===== src/rtl/reg_stream_pkg.sv =====
// Shared definitions for the register-access byte stream (transmit and receive sides).
// Optional feature: CHECKSUM_EN adds a trailing checksum field to each packet.
package reg_stream_pkg;

   // Framing constants
   localparam logic [7:0] SYNC_BYTE = 8'h55;
   localparam logic [7:0] CMD_RD    = 8'h01;
   localparam logic [7:0] CMD_WR    = 8'h02;

   // One byte on the stream, with its framing flags
   typedef struct packed {
      logic [7:0] Data;
      logic       Valid;
      logic       SoP;
      logic       EoP;
   } stream_byte_t;

   // Packet field currently being sent or parsed
   typedef enum logic [2:0] {
      IDLE,
      SEND_SYNC,
      SEND_CMD,
      SEND_LENGTH,
      SEND_ADDRESS,
      SEND_DATA
`ifdef CHECKSUM_EN
      , SEND_CHECKSUM
`endif
   } packet_field_t;

endpackage


===== src/rtl/stream_checksum.sv =====
// Running 8-bit sum of stream bytes: cleared by the SoP byte, accumulated on every
// other handshake. opSumNext already includes the byte currently being handshaked.
module stream_checksum
   import reg_stream_pkg::*;
(
   input  logic       ipClk,
   input  logic       reset,
   input  logic [7:0] ipByte,
   input  logic       ipSoP,
   input  logic       ipHandshake,
   output logic [7:0] opSumNext
);

   logic [7:0] sum_q;

   // Sum including the byte on the bus, so the checksum byte can be loaded in one edge
   always_comb begin
      opSumNext = sum_q + ipByte;
   end

   // Restart on the sync byte (excluded from the sum), accumulate everything after it
   always_ff @(posedge ipClk) begin
      if (reset) begin
         sum_q <= '0;
      end else if (ipHandshake) begin
         if (ipSoP) begin
            sum_q <= '0;
         end else begin
            sum_q <= opSumNext;
         end
      end
   end

endmodule


===== src/rtl/reg_tx_packetiser.sv =====
// Frames one register read response as SYNC, CMD, LENGTH, ADDRESS, DATA (MSB first)
// and streams it out under ipTxReady back-pressure.
// Optional feature: CHECKSUM_EN appends a sum-mod-256 byte (sync excluded) carrying EoP.
module reg_tx_packetiser
   import reg_stream_pkg::*;
#(
   parameter int unsigned DATA_LENGTH = 4,
   parameter logic [7:0]  SYNC        = SYNC_BYTE,
   parameter logic [7:0]  RD_CMD      = CMD_RD
)(
   input  logic                     ipClk,
   input  logic                     reset,
   input  logic                     ipRdValid,
   input  logic [7:0]               ipRdAddress,
   input  logic [8*DATA_LENGTH-1:0] ipRdData,
   output logic                     opRdReady,
   output logic [7:0]               opTxData,
   output logic                     opTxValid,
   output logic                     opTxSoP,
   output logic                     opTxEoP,
   input  logic                     ipTxReady
);

   localparam int unsigned CW = (DATA_LENGTH > 1) ? $clog2(DATA_LENGTH) : 1;

`ifdef CHECKSUM_EN
   localparam logic DATA_ENDS_PACKET = 1'b0;
`else
   localparam logic DATA_ENDS_PACKET = 1'b1;
`endif

   packet_field_t                 state_q;
   stream_byte_t                  tx_q;
   logic                          rdy_q;
   logic [CW-1:0]                 count_q;
   logic [CW-1:0]                 count_dec;
   logic [7:0]                    addr_q;
   logic [DATA_LENGTH-1:0][7:0]   data_q;
   logic                          hs;

   assign hs        = tx_q.Valid & ipTxReady;
   assign opRdReady = rdy_q;
   assign opTxData  = tx_q.Data;
   assign opTxValid = tx_q.Valid;
   assign opTxSoP   = tx_q.SoP;
   assign opTxEoP   = tx_q.EoP;

   // Index of the data byte that follows the one currently on the bus
   always_comb begin
      count_dec = count_q - 1'b1;
   end

`ifdef CHECKSUM_EN
   logic [7:0] chk_next;

   stream_checksum u_checksum (
      .ipClk       (ipClk),
      .reset       (reset),
      .ipByte      (tx_q.Data),
      .ipSoP       (tx_q.SoP),
      .ipHandshake (hs),
      .opSumNext   (chk_next)
   );
`endif

   // Packet FSM; every output byte is registered and only changes on a handshake
   always_ff @(posedge ipClk) begin
      if (reset) begin
         state_q <= IDLE;
         rdy_q   <= 1'b1;
         tx_q    <= '0;
         count_q <= '0;
         addr_q  <= '0;
         data_q  <= '0;
      end else begin
         case (state_q)
            IDLE: begin
               if (ipRdValid) begin
                  addr_q  <= ipRdAddress;
                  data_q  <= ipRdData;
                  rdy_q   <= 1'b0;
                  tx_q    <= '{Data: SYNC, Valid: 1'b1, SoP: 1'b1, EoP: 1'b0};
                  state_q <= SEND_SYNC;
               end
            end
            SEND_SYNC: begin
               if (hs) begin
                  tx_q    <= '{Data: RD_CMD, Valid: 1'b1, SoP: 1'b0, EoP: 1'b0};
                  state_q <= SEND_CMD;
               end
            end
            SEND_CMD: begin
               if (hs) begin
                  tx_q    <= '{Data: DATA_LENGTH[7:0], Valid: 1'b1, SoP: 1'b0, EoP: 1'b0};
                  state_q <= SEND_LENGTH;
               end
            end
            SEND_LENGTH: begin
               if (hs) begin
                  tx_q    <= '{Data: addr_q, Valid: 1'b1, SoP: 1'b0, EoP: 1'b0};
                  state_q <= SEND_ADDRESS;
               end
            end
            SEND_ADDRESS: begin
               if (hs) begin
                  count_q <= CW'(DATA_LENGTH - 1);
                  tx_q    <= '{Data: data_q[DATA_LENGTH-1], Valid: 1'b1, SoP: 1'b0,
                              EoP: DATA_ENDS_PACKET && (DATA_LENGTH == 1)};
                  state_q <= SEND_DATA;
               end
            end
            SEND_DATA: begin
               if (hs) begin
                  if (count_q == '0) begin
`ifdef CHECKSUM_EN
                     tx_q    <= '{Data: chk_next, Valid: 1'b1, SoP: 1'b0, EoP: 1'b1};
                     state_q <= SEND_CHECKSUM;
`else
                     tx_q    <= '0;
                     rdy_q   <= 1'b1;
                     state_q <= IDLE;
`endif
                  end else begin
                     count_q <= count_dec;
                     tx_q    <= '{Data: data_q[count_dec], Valid: 1'b1, SoP: 1'b0,
                                 EoP: DATA_ENDS_PACKET && (count_dec == '0)};
                  end
               end
            end
`ifdef CHECKSUM_EN
            SEND_CHECKSUM: begin
               if (hs) begin
                  tx_q    <= '0;
                  rdy_q   <= 1'b1;
                  state_q <= IDLE;
               end
            end
`endif
            default: begin
               tx_q    <= '0;
               rdy_q   <= 1'b1;
               state_q <= IDLE;
            end
         endcase
      end
   end

endmodule


===== config.mk =====
export PLATFORM = sky130hd
export DESIGN_NAME = reg_tx_packetiser
export DESIGN_NICKNAME = d
export VERILOG_FILES = /design/src/rtl/reg_stream_pkg.sv /design/src/rtl/stream_checksum.sv /design/src/rtl/reg_tx_packetiser.sv
export SDC_FILE = /design/constraint.sdc
export NUM_CORES = 1
export LEC_CHECK = 0
export CAP_MARGIN = 20
export CORE_UTILIZATION = 45
export DETAILED_ROUTE_END_ITERATION = 10
export PLACE_DENSITY = 0.71
export SLEW_MARGIN = 5
export SYNTH_ARGS = -nofsm -noshare
export SYNTH_HDL_FRONTEND = slang
export SYNTH_SLANG_ARGS = --single-unit

===== constraint.sdc =====
create_clock -name ipClk -period 3.2 [get_ports ipClk]
set_clock_uncertainty 0.1 [all_clocks]
set_input_delay 0.8 -clock ipClk [delete_from_list [all_inputs] [get_ports ipClk]]
set_output_delay 0.8 -clock ipClk [all_outputs]
set_load 0.05 [all_outputs]

==> results of run 1 <==
-- power breakdown --
part | internal (mW) | switching [mW] | leakage, nW
Combinational | 0.132 | 0.157 | 0.620
Clock | 0.439 | 0.267 | 0.112
Sequential | 0.758 | 0.0363 | 0.467
-- synthesized netlist by cell type, types with 3 or more instances --
cell type   n  area share
inv_1       4      0.0058
buf_2       4      0.0078
nand3_1     5      0.0097
dfxtp_1    57        0.44
o2bb2ai_1   6       0.020
nor2_1      8       0.012
nand2b_1    3      0.0073
buf_6       6       0.026
clkbuf_1   14       0.020
a221oi_1    3       0.010
a21oi_1    54        0.10
nand2_1    88        0.13
mux4_2      8       0.070
nor3_1      4      0.0078
a222oi_1    3       0.012
-- sequential cells by signal, indices dropped and copies added (netlist names) --
register,flops
opTxSoP,1
opTxValid,1
count_q,2
state_q,3
data_q,32
opTxEoP,1
addr_q,8
opRdReady,1
opTxData,8
-- path summary, 6_finish.rpt --
path / start / to / slack, ns / cells after the start
worst min-delay path: data_q[7]$_SDFFE_PP0P_ / data_q[7]$_SDFFE_PP0P_ / 0.35 / 2
worst min register to register: data_q[7]$_SDFFE_PP0P_ / data_q[7]$_SDFFE_PP0P_ / 0.35 / 2
worst max-delay path: opTxValid$_SDFFE_PP0P_ / opTxValid / 0.68 / 1
worst max register to register: count_q[1]$_SDFFE_PP0P_ / opTxData[5]$_SDFFE_PP0P_ / 0.80 / 5
-- per-stage QoR --
step	power, mW	instances	area [um^2]
floorplan	0.989	304	2570
global placement	1.09	411	3130
detailed placement	1.10	411	3130
CTS	1.80	426	3340
global route	1.86	426	3340
finish	1.79	426	3340
-- layout make-up --
cell class | instances | area [um^2] | share of cell area
repair buffers | 60 | 608 | 0.182
clock inverters | 2 | 35.0 | 0.0105
inverters | 4 | 15.0 | 0.00449
flip-flops and latches | 57 | 1140 | 0.341
well taps | 72 | 90.1 | 0.0269
multi-input cells | 218 | 1270 | 0.381
clock buffers | 13 | 179 | 0.0535
-- routing by layer --
metal | GRT usage | vias to the layer above | share of wire
li1 | - | 1149 | -
met1 | 0.266 | 1057 | 0.44
met2 | 0.358 | 61 | 0.48
met3 | 0.0565 | 11 | 0.051
met4 | 0.104 | 0 | 0.024
met5 | 0 | - | 0
-- cells by family after synthesis --
kind of cell    Yosys count  synth area share
compound gates           83             0.196
xor+xnor                  1           0.00340
fa+ha+maj                 2           0.00972
buf+inv                  29            0.0617
flops                    57             0.443
mux                       8            0.0700
simple gates            124             0.216
-- cell usage in the layout (no fill, tap or decap), drive strengths merged, types with 2 or more instances in the layout --
cell,n
nand2b,3
nor2,9
mux4,8
o2bb2ai,6
ha,2
o21ai,2
nand2,88
clkdlybuf4s50,54
nand3,5
a221oi,3
clkbuf,13
a211oi,2
o221ai,2
buf,6
nor3b,3
dfxtp,57
o22ai,2
a21o,2
and3,2
a21oi,56
nor3,4
o21bai,2
inv,4
a222oi,3
==> summary.txt, run 1 <==
Ys async rst share: 0
Family with the most delay on the worst path: buffers and inverters
Top_reg_cell synth: dfxtp_1
Die Ht: 77.6 um
Crit-path cells: clkdlybuf4s50_1
ANT cells: 0
EDFF count, synth: 0
Setup WS pre-CTS: 0.635 ns
Resized Gates After CTS: 0
PwrDens: 535 mW/mm^2
Post-Syn Area: 0.00257 mm^2
Crit. End Element: output port
Layout cells sized above 1: 0.0960
Post-CTS Setup Inserts: 0
DRT antenna net count: 0
Tcrit/Tclk final: 0.788
Via/cell ratio: 5.35
Final Hold Viols: 0
Antenna violations before repair: 0
CORE AREA: 0.00551 mm^2
Global-route wire length before repair: 10100 um
Fin nets: 396
CTS tree: built
Clock Sinks: 57
Initial core utilization: 0.468
Syn Nets: 350
DR WL/cell: 14.3 um
DRT Pass-1 Iters: 4
Yosys warning count: 0
Clk_lat worst skew: 0.33 ns
Worst path max stage delay: 0.84 ns
Area grow syn2layout: 29.8%
Worst-path maximum fanout: 7
Residual DRC: 0
Vias in the first global route: 2190
Gate Count Post-Synth: 304
Total congestion overflow: 0
Max frequency: 397 MHz
Final wirelength: 6090 um
Highest ir drop seen on vdd: 0.296 mV
Tmin final: 2.52 ns
Seq cells post-synth: 57
Min Hold Slack: 0.352 ns
Filler Cell Count: 511
Final core occ: 0.607
Die ar.: 0.00603 mm^2
Max Cap Viol: 0
Sequential element share of the synthesized area: 0.443
H-tree depth: 3
GRT Total Usage: 0.218
Hold Path Class: reg -> reg
CP Launch Type: flop
Port buffer count: 55
Setup CP Type: reg -> out
Root buffer cell: clkbuf_8
Clock buffer depth: 2
Final Setup Violations: 0
Inserted Clock Buffers: 9
Slew Viols, Final: 0
DR iter-0 viols: 122
Rows: 27
Worst Max-Slew Pin Slew: 0.788 ns
Buf/Inv on CP: 1
Slew margin rel.: 0.474
Post-Syn Area per Cell: 8.47 um^2
Hold Buf Count CTS: 0
Clk slew on worst S/H paths: 0.06 ns
Final setup margin: 0.678 ns
Library cells used by synthesis: 42
Largest net degree at the start of global routing: 37
Lkg Pwr: 1.20 nW
RSZ-0062 raised after global routing: no
Slowest cell on crit path: clkdlybuf4s50_1
Status: complete, no violations
Die width: 77.6 um
Ports: 56
Hpwl dp: 4380 um
Vias: 2278
Worst Path Required: 2.30 ns
CP arrival: 1.62 ns
Setup TNS: 0 ns
Gpl congestion: 0.875
Note: power is estimated with default switching activity, not from simulation.
==> run 2: changes to the inputs <==
- clock period: 3.2 -> 2.54 ns (I/O delays scaled with it)
==> run 2 against run 1 <==
  * Combinational power increased by 26%
  * Non-clock buffer count increased by 7
  * Register-to-register slack worse by 0.54 ns
  * Clock-buffer cell count rose by 1
  * Clock power up 24%
  * Setup slack got worse by 0.48 ns
  * Sequential share of layout area decreased by 0.34 points
  * Die area unchanged
  * Sequential power up 26%
  * Power grew 25%
  * Critical path depth unchanged
  * Cell count increased by 1.9%
==> summary.txt, run 2 (synthesized netlist as in run 1, its figures left out) <==
Status: complete, no violations
Final wirelength: 6060 um (-0.53%)
H-tree depth: 3 (unchanged)
Slowest cell on crit path: clkdlybuf4s50_1
Fin nets: 403 (+1.8%)
Crit-path cells: clkdlybuf4s50_1
Setup TNS: 0 ns (unchanged)
Die ar.: 0.00603 mm^2 (unchanged)
CP arrival: 1.61 ns (about the same)
Tcrit/Tclk final: 0.922
Resized Gates After CTS: 0 (unchanged)
Port buffer count: 55 (unchanged)
Largest net degree at the start of global routing: 37 (unchanged)
Worst Max-Slew Pin Slew: 0.596 ns (-0.192 ns)
Root buffer cell: clkbuf_8
Max frequency: 427 MHz
Most flops, register: data_q
DRT Pass-1 Iters: 5 (+1)
RSZ-0062 raised after global routing: no
Clock buffer depth: 2 (unchanged)
Die Ht: 77.6 um (unchanged)
Max Cap Viol: 0 (unchanged)
Setup CP Type: reg -> out
Filler Cell Count: 505 (-1.2%)
Highest ir drop seen on vdd: 0.298 mV (+0.80%)
Inserted Clock Buffers: 9 (unchanged)
Final Hold Viols: 0 (unchanged)
Global-route wire length before repair: 10300 um (+1.6%)
Storage element area: 0.00114 mm^2 (unchanged)
Slew Viols, Final: 0 (unchanged)
Ports: 56 (unchanged)
Via/cell ratio: 5.39 (+0.74%)
Family with the most delay on the worst path: buffers and inverters
Final Setup Violations: 0 (unchanged)
Initial core utilization: 0.468 (unchanged)
Post-CTS Setup Inserts: 0 (unchanged)
Final core occ: 0.613 (+0.00614)
Crit. End Element: output port
Vias: 2338 (+2.6%)
Clk_lat worst skew: 0.33 ns (about the same)
DRT antenna net count: 0 (unchanged)
Gpl congestion: 0.858 (-2.0%)
Clock Sinks: 57 (unchanged)
PwrDens: 664 mW/mm^2 (+24%)
Die width: 77.6 um (unchanged)
Buf/Inv on CP: 1 (unchanged)
Worst Path Required: 1.80 ns (-0.50 ns)
Hold Buf Count CTS: 0 (unchanged)
Clk slew on worst S/H paths: 0.06 ns (about the same)
Commonest non-fill, non-tap cells in the layout: 88 x nand2_1, 57 x dfxtp_1, 54 x a21oi_1, 54 x clkdlybuf4s50_1, 12 x clkbuf_8
DR iter-0 viols: 170 (+39%)
Total congestion overflow: 0 (unchanged)
Hold Path Class: reg -> reg
Layout cells sized above 1: 0.110 (+0.0145)
ANT cells: 0 (unchanged)
Lkg Pwr: 1.23 nW (+2.2%)
Area occupied by multi-input gates: 0.00127 mm^2 (unchanged)
Max reg flops: 32 (unchanged)
Vias in the first global route: 2229 (+1.8%)
Residual DRC: 0 (unchanged)
Slew margin rel.: 0.602 (+0.128)
Hpwl dp: 4360 um (-0.50%)
DR WL/cell: 14.0 um (-2.4%)
CTS tree: built
Area grow syn2layout: 31.1%
GRT Total Usage: 0.220 (+0.00212)
Commonest non-fill, non-tap cell in the layout: nand2_1
Worst-path maximum fanout: 7 (unchanged)
Rows: 27 (unchanged)
CP Launch Type: flop
CORE AREA: 0.00551 mm^2 (unchanged)
Worst path max stage delay: 0.84 ns (about the same)
Antenna violations before repair: 0 (unchanged)
Tmin final: 2.34 ns
-- run 2: path summary, 6_finish.rpt --
kind	from	to	slack, ns	depth (start not counted)
hold / removal	data_q[6]$_SDFFE_PP0P_	data_q[6]$_SDFFE_PP0P_	0.35	2
setup reg to reg	count_q[0]$_SDFFE_PP0P_	opTxData[2]$_SDFFE_PP0P_	0.26	6
hold reg to reg	data_q[6]$_SDFFE_PP0P_	data_q[6]$_SDFFE_PP0P_	0.35	2
setup / recovery	opTxValid$_SDFFE_PP0P_	opTxValid	0.20	1
-- run 2: per-layer routing --
metal | routed length [um] | up-vias | track usage
met4 | 115 | 0 | 0.106
li1 | - | 1166 | -
met5 | 0 | - | 0
met3 | 289 | 10 | 0.0447
met2 | 2930 | 73 | 0.359
met1 | 2720 | 1089 | 0.278
-- run 2: metrics by stage --
| step | instances | worst slack, ns | hold slack [ns] | total power, mW | instance area (um^2) |
|---|---|---|---|---|---|
| global placement | 418 | 0.203 | 0.338 | 1.38 | 3170 |
| detailed placement | 418 | 0.153 | 0.346 | 1.38 | 3170 |
| CTS | 434 | 0.189 | 0.355 | 2.26 | 3380 |
| finish | 434 | 0.198 | 0.353 | 2.24 | 3380 |
| floorplan | 304 | 0.124 | 0.333 | 1.25 | 2570 |
| global route | 434 | 0.137 | 0.376 | 2.34 | 3380 |
-- run 2: cell type report --
cell class,instances,area share
well taps,72,0.0267
repair buffers,67,0.192
clock buffers,14,0.0511
multi-input cells,218,0.378
clock inverters,2,0.0104
inverters,4,0.00445
flip-flops and latches,57,0.338
-- run 2: where the power goes --
group	total, mW	switching (mW)	leakage [nW]	internal, mW
logic	0.365	0.197	0.651	0.167
registers	1.00	0.0456	0.467	0.954
clock network	0.878	0.345	0.107	0.533
total	2.24	0.588	1.23	1.65
